### config.mk
export PLATFORM = sky130hd
export DESIGN_NAME = seq_det_frame_ctrl
export DESIGN_NICKNAME = d
export VERILOG_FILES = /design/src/rtl/seq_det_frame_ctrl.sv
export SDC_FILE = /design/constraint.sdc
export NUM_CORES = 1
export LEC_CHECK = 0
export BUFFER_PORTS_ARGS = -buffer_cell sky130_fd_sc_hd__buf_2
export CAP_MARGIN = 10
export CORE_AREA = 2 2 69 71
export DETAILED_ROUTE_END_ITERATION = 12
export DIE_AREA = 0 0 71 73
export GPL_ROUTABILITY_DRIVEN = 1
export GPL_TIMING_DRIVEN = 0
export PLACE_DENSITY = 0.59
export SKIP_CTS_REPAIR_TIMING = 1
export SYNTH_ARGS = -nofsm -noshare
export SYNTH_HDL_FRONTEND = slang
export SYNTH_SLANG_ARGS = --single-unit
### constraint.sdc
create_clock -name clk -period 1.7 [get_ports clk]
set_input_delay 0 -clock clk [delete_from_list [all_inputs] [get_ports clk]]
set_output_delay 0 -clock clk [all_outputs]
set_load 0.02 [all_outputs]
### src/rtl/seq_det_frame_ctrl.sv
// Purpose: frame sequencer for a gated 1100 Mealy detector. It serialises
//          words MSB-first into the detector and counts hits over each frame.
// Latency: the first word is accepted 2 cycles after in_valid is seen in IDLE.
//          Each word then takes W shift cycles plus one LOAD bubble. res_valid
//          rises 2 cycles after the final shift cycle.
// Backpressure: in_ready is high only in LOAD. The result is held in REPORT
//          until res_ready is high. Neither ready/valid depends on its partner.
//
// Ports:
//   clk, rst_n          clock and asynchronous active-low reset
//   in_valid/in_ready   word handshake; in_data (W bits) and in_last are
//                       sampled together
//   det_rst/det_en/det_x  detector reset, bit enable and serial bit
//   det_z               registered hit pulse returned by the detector
//   res_valid/res_ready result handshake; res_count is the saturating hit
//                       count, and res_sat is set if the count saturated
module seq_det_frame_ctrl #(
    parameter int W     = 8,
    parameter int CNT_W = 8
) (
    input  logic             clk,
    input  logic             rst_n,
    input  logic             in_valid,
    output logic             in_ready,
    input  logic [W-1:0]     in_data,
    input  logic             in_last,
    output logic             det_rst,
    output logic             det_en,
    output logic             det_x,
    input  logic             det_z,
    output logic             res_valid,
    input  logic             res_ready,
    output logic [CNT_W-1:0] res_count,
    output logic             res_sat
);

    localparam int BW = $clog2(W);

    localparam logic [2:0] IDLE   = 3'd0;
    localparam logic [2:0] CLR    = 3'd1;
    localparam logic [2:0] LOAD   = 3'd2;
    localparam logic [2:0] SHIFT  = 3'd3;
    localparam logic [2:0] DRAIN  = 3'd4;
    localparam logic [2:0] REPORT = 3'd5;

    localparam logic [CNT_W-1:0] CNT_MAX = {CNT_W{1'b1}};

    logic [2:0]       state_q;
    logic [2:0]       state_d;
    logic [W-1:0]     sreg_q;
    logic [BW-1:0]    bcnt_q;
    logic             last_q;
    logic [CNT_W-1:0] hit_q;
    logic             sat_q;
    logic             count_en;

    // Hits are only meaningful while a frame is live. DRAIN is included so the
    // registered pulse from the final bit is still counted.
    assign count_en = (state_q == LOAD) || (state_q == SHIFT) || (state_q == DRAIN);

    always_comb begin
        state_d = state_q;
        case (state_q)
            IDLE:    if (in_valid) state_d = CLR;
            CLR:     state_d = LOAD;
            LOAD:    if (in_valid) state_d = SHIFT;
            SHIFT:   if (bcnt_q == '0) state_d = last_q ? DRAIN : LOAD;
            DRAIN:   state_d = REPORT;
            REPORT:  if (res_ready) state_d = IDLE;
            default: state_d = IDLE;
        endcase
    end

    always_ff @(posedge clk or negedge rst_n) begin
        if (!rst_n) begin
            state_q <= IDLE;
            sreg_q  <= '0;
            bcnt_q  <= '0;
            last_q  <= 1'b0;
            hit_q   <= '0;
            sat_q   <= 1'b0;
        end else begin
            state_q <= state_d;

            if (state_q == LOAD && in_valid) begin
                sreg_q <= in_data;
                last_q <= in_last;
                bcnt_q <= BW'(W - 1);
            end else if (state_q == SHIFT) begin
                sreg_q <= {sreg_q[W-2:0], 1'b0};
                if (bcnt_q != '0) begin
                    bcnt_q <= bcnt_q - BW'(1);
                end
            end

            if (state_q == CLR) begin
                hit_q <= '0;
                sat_q <= 1'b0;
            end else if (count_en && det_z) begin
                if (hit_q == CNT_MAX) begin
                    sat_q <= 1'b1;
                end else begin
                    hit_q <= hit_q + CNT_W'(1);
                end
            end
        end
    end

    assign in_ready  = (state_q == LOAD);
    assign det_en    = (state_q == SHIFT);
    assign det_x     = det_en & sreg_q[W-1];
    // The detector is held in reset alongside this block, as well as during CLR.
    assign det_rst   = (state_q == CLR) || !rst_n;
    assign res_valid = (state_q == REPORT);
    assign res_count = hit_q;
    assign res_sat   = sat_q;

endmodule

# [Word-level counts from Yosys, hierarchy flattened]
# Cells that the tools add are included.
[totals] wordCells=54 register_bits=24 in_bits=14
[op_classes] eq_ne=11 mux=17 reduce_logical=17 bitwise_logic=1 addsub=2
[op_table] operator="$mux 8" count=5
[op_table] operator="$mux 3" count=8
[op_table] operator="$pmux 3 s6" count=1
[op_table] operator="$add 8x1->8 const B" count=1
[op_table] operator="$eq 8x8->1 const B" count=1
[op_table] operator="$reduce_bool 2->1" count=4
[op_table] operator="$eq 3x2->1 const B" count=2
[op_table] operator="$eq 3x3->1 const B" count=2
[op_table] operator="$logic_not 3->1" count=2
[op_table] operator="$ne 2x2->1 const B" count=3
[op_table] operator="$reduce_and 2->1" count=3
[op_table] operator="$ne 2x1->1 const B" count=2
[op_table] operator="$reduce_and 4->1" count=1
[op_table] operator="$eq 3x1->1 const B" count=1
[op_table] operator="$logic_or 1x1->1" count=3
[op_table] operator="$mux 1" count=3
[op_table] operator="$reduce_bool 3->1" count=1
[op_table] operator="$sub 3x1->3 const B" count=1
[op_table] operator="$logic_and 1x1->1" count=2
[op_table] operator="$and 1x1->1" count=1
[op_table] operator="$logic_not 1->1" count=1

# [Logic depth before layout (Yosys ltp)]
[depth] ltp_word=6 depth_mapped=6

# [Worst setup path after synthesis]
# No wires, ideal clock.
[synth_timing] path_kind="register -> register" startpoint="reg bcnt_q[0]" endpoint="reg state_q[0]" slack_ps=235 t_arrival_ps=1338 stages_incl_launch_ff=7 required_time_ps=1573 path_cell_list="dfrtp_1 inv_1 ha_1 inv_1 o21ai_1 o21ai_0 o2bb2a_1"
[synth_between] elab_chain_cells=3
[synth_lines] element="start: declaration" line="51" rtl="logic [BW-1:0] bcnt_q;"
[synth_lines] element="start signal: assignment" line="88" rtl="bcnt_q <= BW'(W - 1);"
[synth_lines] element="start signal: assignment" line="92" rtl="bcnt_q <= bcnt_q - BW'(1);"
[synth_lines] element="$logic_not 3->1" line="67" rtl="SHIFT: if (bcnt_q == '0) state_d = last_q ? DRAIN : LOAD;"
[synth_lines] element="$ne 2x1->1 (no line)"
[synth_lines] element="$reduce_and 4->1 (no line)"
[synth_lines] element="end signal: assignment" line="83" rtl="state_q <= state_d;"
[synth_lines] element="end: declaration" line="48" rtl="logic [2:0] state_q;"
# No other way between the ends.
# A chain may end at the register's enable or synchronous reset.

# [Final worst setup path]
[layout_timing] startpoint="reg state_q[2]" endpoint="out det_rst"
[layout_between] elab_chain_cells=2
[layout_lines] element="$eq 3x1->1" line="113" rtl="assign det_rst = (state_q == CLR) || !rst_n;"
[layout_lines] element="$logic_or 1x1->1" line="113"
[layout_lines] element="end: declaration" line="27" rtl="output logic det_rst,"
# No other way between the ends.

==> run_results.csv <==
group,metric,value,unit
status,status,"completed",
clock_tree,clk_pin_slew,0.09,ns
synth,synthDistinctLibCells,42,
sta,fin_ws,0.0967,ns
min_path,hp-start,"res_ready",
die,die_h,73,um
sta,finalSetupViolCount,0,
layout,drive_above_1_share,25.4,%
synth,yosysWarnings,0,
sta,timing.final.crit_share,94.3,%
setup_path,cp-end-kind,"primary output",
clock_tree,cts_max_level,1,
setup_path,reg2reg_depth,5,
setup_path,cp-startpoint,"state_q[2]$_DFFE_PN0P_",
setup_path,regToRegSetupSlack,0.13,ns
synth,synth.area.top_cells,"dfrtp_1 (47%), nand2_1 (5.9%), a22oi_1 (4.1%)",
die,pin_count,28,
sta,hold_viol,0,
route,drt_pass1_iterations,3,
sta,worstMarginPinSlew,0.573,ns
synth,yosys.area.top_type_share,46.8,%
global_route,grt_max_degree,26,
route,wl_per_cell,12.3,um
placed_design,dpl.cell_count,214,
pwr,total_power,2520,uW
synth,synthFlopType,"dfrtp_1",
route,viasPerCell,4.89,
die,initial_utilization,28.3,%
synth,avgSynthCellArea,9.64,um2
min_path,worst_hold_path_type,"in -> reg",
synth,synth-seq-cells,24,
setup_path,startpoint_type,"flip-flop",
sta,max_freq,624,MHz
placed_design,io_buffers,27,
clock_tree,cts_inserted_buffers,3,
sta,rsz0062_at_grt,"no",
route,num_vias,1110,
route,drt_wl_total,2.79,mm
setup_path,reg2reg_from,"state_q[1]$_DFFE_PN0P_",
setup_path,worstPathArrival,1.60,ns
setup_path,critical_path_required,1.70,ns
synth,syn-cell-area,1280,um2
clock_tree,cts_buffer_depth,2,
die,core,4540,um2
synth,ys_seq_area_share,46.8,%
layout,fin_nets,192,
placed_design,dp.final_hpwl,1.92,mm
placed_design,gp_congestion,0.731,
sta,fin_crit,1.60,ns
placed_design,preCtsSetupSlack,0.0390,ns
die,fp.dieW,71,um
global_route,grt_pass1_wl,4.55,mm
synth,yosysTopAreaCell,"dfrtp_1",
pwr,power.leakage,0.000807,uW
clock_tree,clk_latency,0.27,ns
layout,area_growth,29.1,%
route,remaining_drc_errors,0,
setup_path,path_max_fanout,10,
synth,synth_edf_count,0,
sta,slew_headroom,61.8,%
synth,synthCells,133,
global_route,track_usage,10.9,%
clock_tree,cts_tree,"done",
setup_path,path_class,"reg -> out",
sta,setup_tns,0,ns
layout,fillCellCount,464,
layout,num_antenna_cells,0,
sta,slew_viol_final,0,
setup_path,rr_endpoint,"res_count[6]$_DFFE_PN0P_",
layout,stdcell_count,227,
setup_path,crit_path_end,"det_rst",
synth,async_flop_share,100,%
global_route,grt_pass1_vias,971,
global_route,antenna_found_initial,0,
run,maxCapViolations,0,
route,ant_nets,0,
global_route,grt.overflow.total,0,
pwr,power_density,1520,nW/um2
route,drt_iter0_drc,53,
clock_tree,clock-root-buffer,"clkbuf_8",
pwr,ir_drop,0.881,mV
synth,syn_nets,150,
clock_tree,clock-sinks,24,
sta,skew,0.00445,ns
die,std_cell_rows,25,
die,dieArea,5180,um2
==> logic make-up (layout without fill, tap and decap cells) <==
| group | Yosys count | after routing | synth area share, % |
|---|---|---|---|
| buf+inv | 13 | 53 | 5.27 |
| mux | 3 | 3 | 2.44 |
| fa+ha+maj | 3 | 3 | 2.93 |
| flops | 24 | 24 | 46.8 |
| simple gates | 50 | 50 | 20.4 |
| xor+xnor | 1 | 1 | 0.683 |
| compound gates | 39 | 39 | 21.5 |
==> state kept, by name (all words and copies together), names as in the netlist <==
name       cells
bcnt_q         3
last_q         1
state_q        3
res_count      8
sreg_q         8
res_sat        1
==> cell type report <==
type / instances / area, um2 / share of cell area (%)
Timing Repair Buffer: 37 / 235 / 14.2
Buffer: 6 / 43.8 / 2.65
Inverter: 7 / 26.3 / 1.59
Multi-Input combinational cell: 96 / 641 / 38.7
Tap cell: 54 / 67.6 / 4.08
Clock buffer: 3 / 41.3 / 2.49
Sequential cell: 24 / 601 / 36.3
==> Yosys cell counts (all sizes together) (3+ instances only) <==
cell type	count
dfrtp	24
nand2	20
a21oi	10
nor2	8
a22oi	7
inv	7
buf	6
o21ai	5
nand2b	4
a31oi	3
ha	3
==> worst min path at each step <==
| stage | to | cells after the start |
|---|---|---|
| after floorplan | bcnt_q[0]$_DFFE_PN0P_ | 0 |
| after global placement | res_sat$_DFFE_PN0P_ | 1 |
| after detailed placement | state_q[0]$_DFFE_PN0P_ | 1 |
| after CTS | res_sat$_DFFE_PN0P_ | 1 |
| after global routing | state_q[2]$_DFFE_PN0P_ | 3 |
| final | state_q[2]$_DFFE_PN0P_ | 3 |
==> stage by stage <==
| step | area (um2) | utilization [%] | hold WS (ns) |
|---|---|---|---|
| 2_1_floorplan | 1280 | - | -0.296 |
| 3_3_place_gp | 1490 | 32.7 | 0.0389 |
| 3_5_place_dp | 1490 | 32.7 | 0.0429 |
| 4_1_cts | 1530 | 33.7 | -0.259 |
| 5_1_grt | 1660 | 36.5 | 0.122 |
| 6_report | 1660 | 36.5 | 0.0983 |
==> routing by layer <==
layer	share of wire, %	vias to the layer above	global-route usage [%]
met5	0	-	0
met4	0.39	0	3.14
met3	3.0	2	1.52
met2	46	14	16.8
met1	50	525	15.8
li1	-	569	-
==> placed cells by master, fill, tap and decap left out, types with 2 or more instances in the layout <==
cell            n
inv_1           7
nand4_1         2
nand3_1         2
a21oi_1        10
and4_1          2
dfrtp_1        24
and3_1          2
o21bai_1        2
a31oi_1         3
a31o_2          2
mux2i_1         2
nand2b_1        4
buf_2          29
a211oi_1        2
clkbuf_8        3
ha_1            3
buf_4           2
nor2_1          8
a22oi_1         7
nand2_1        20
dlygate4sd3_1  10
o21ai_0         3
==> power by group <==
group / total [uW] / switching [uW] / internal (uW) / leakage [uW]
combinational: 1240 / 714 / 526 / 0.000483
sequential: 935 / 156 / 778 / 0.000302
clock: 347 / 189 / 159 / 0.0000216
==> critical path, stage by stage, from the launching register on <==
cell and delay [ns]:
dfrtp_1 0.40, buf_2 0.20, or3b_1 0.48, nand2_1 0.10
buf_2 0.16
Note: power is estimated with default switching activity, not from simulation.
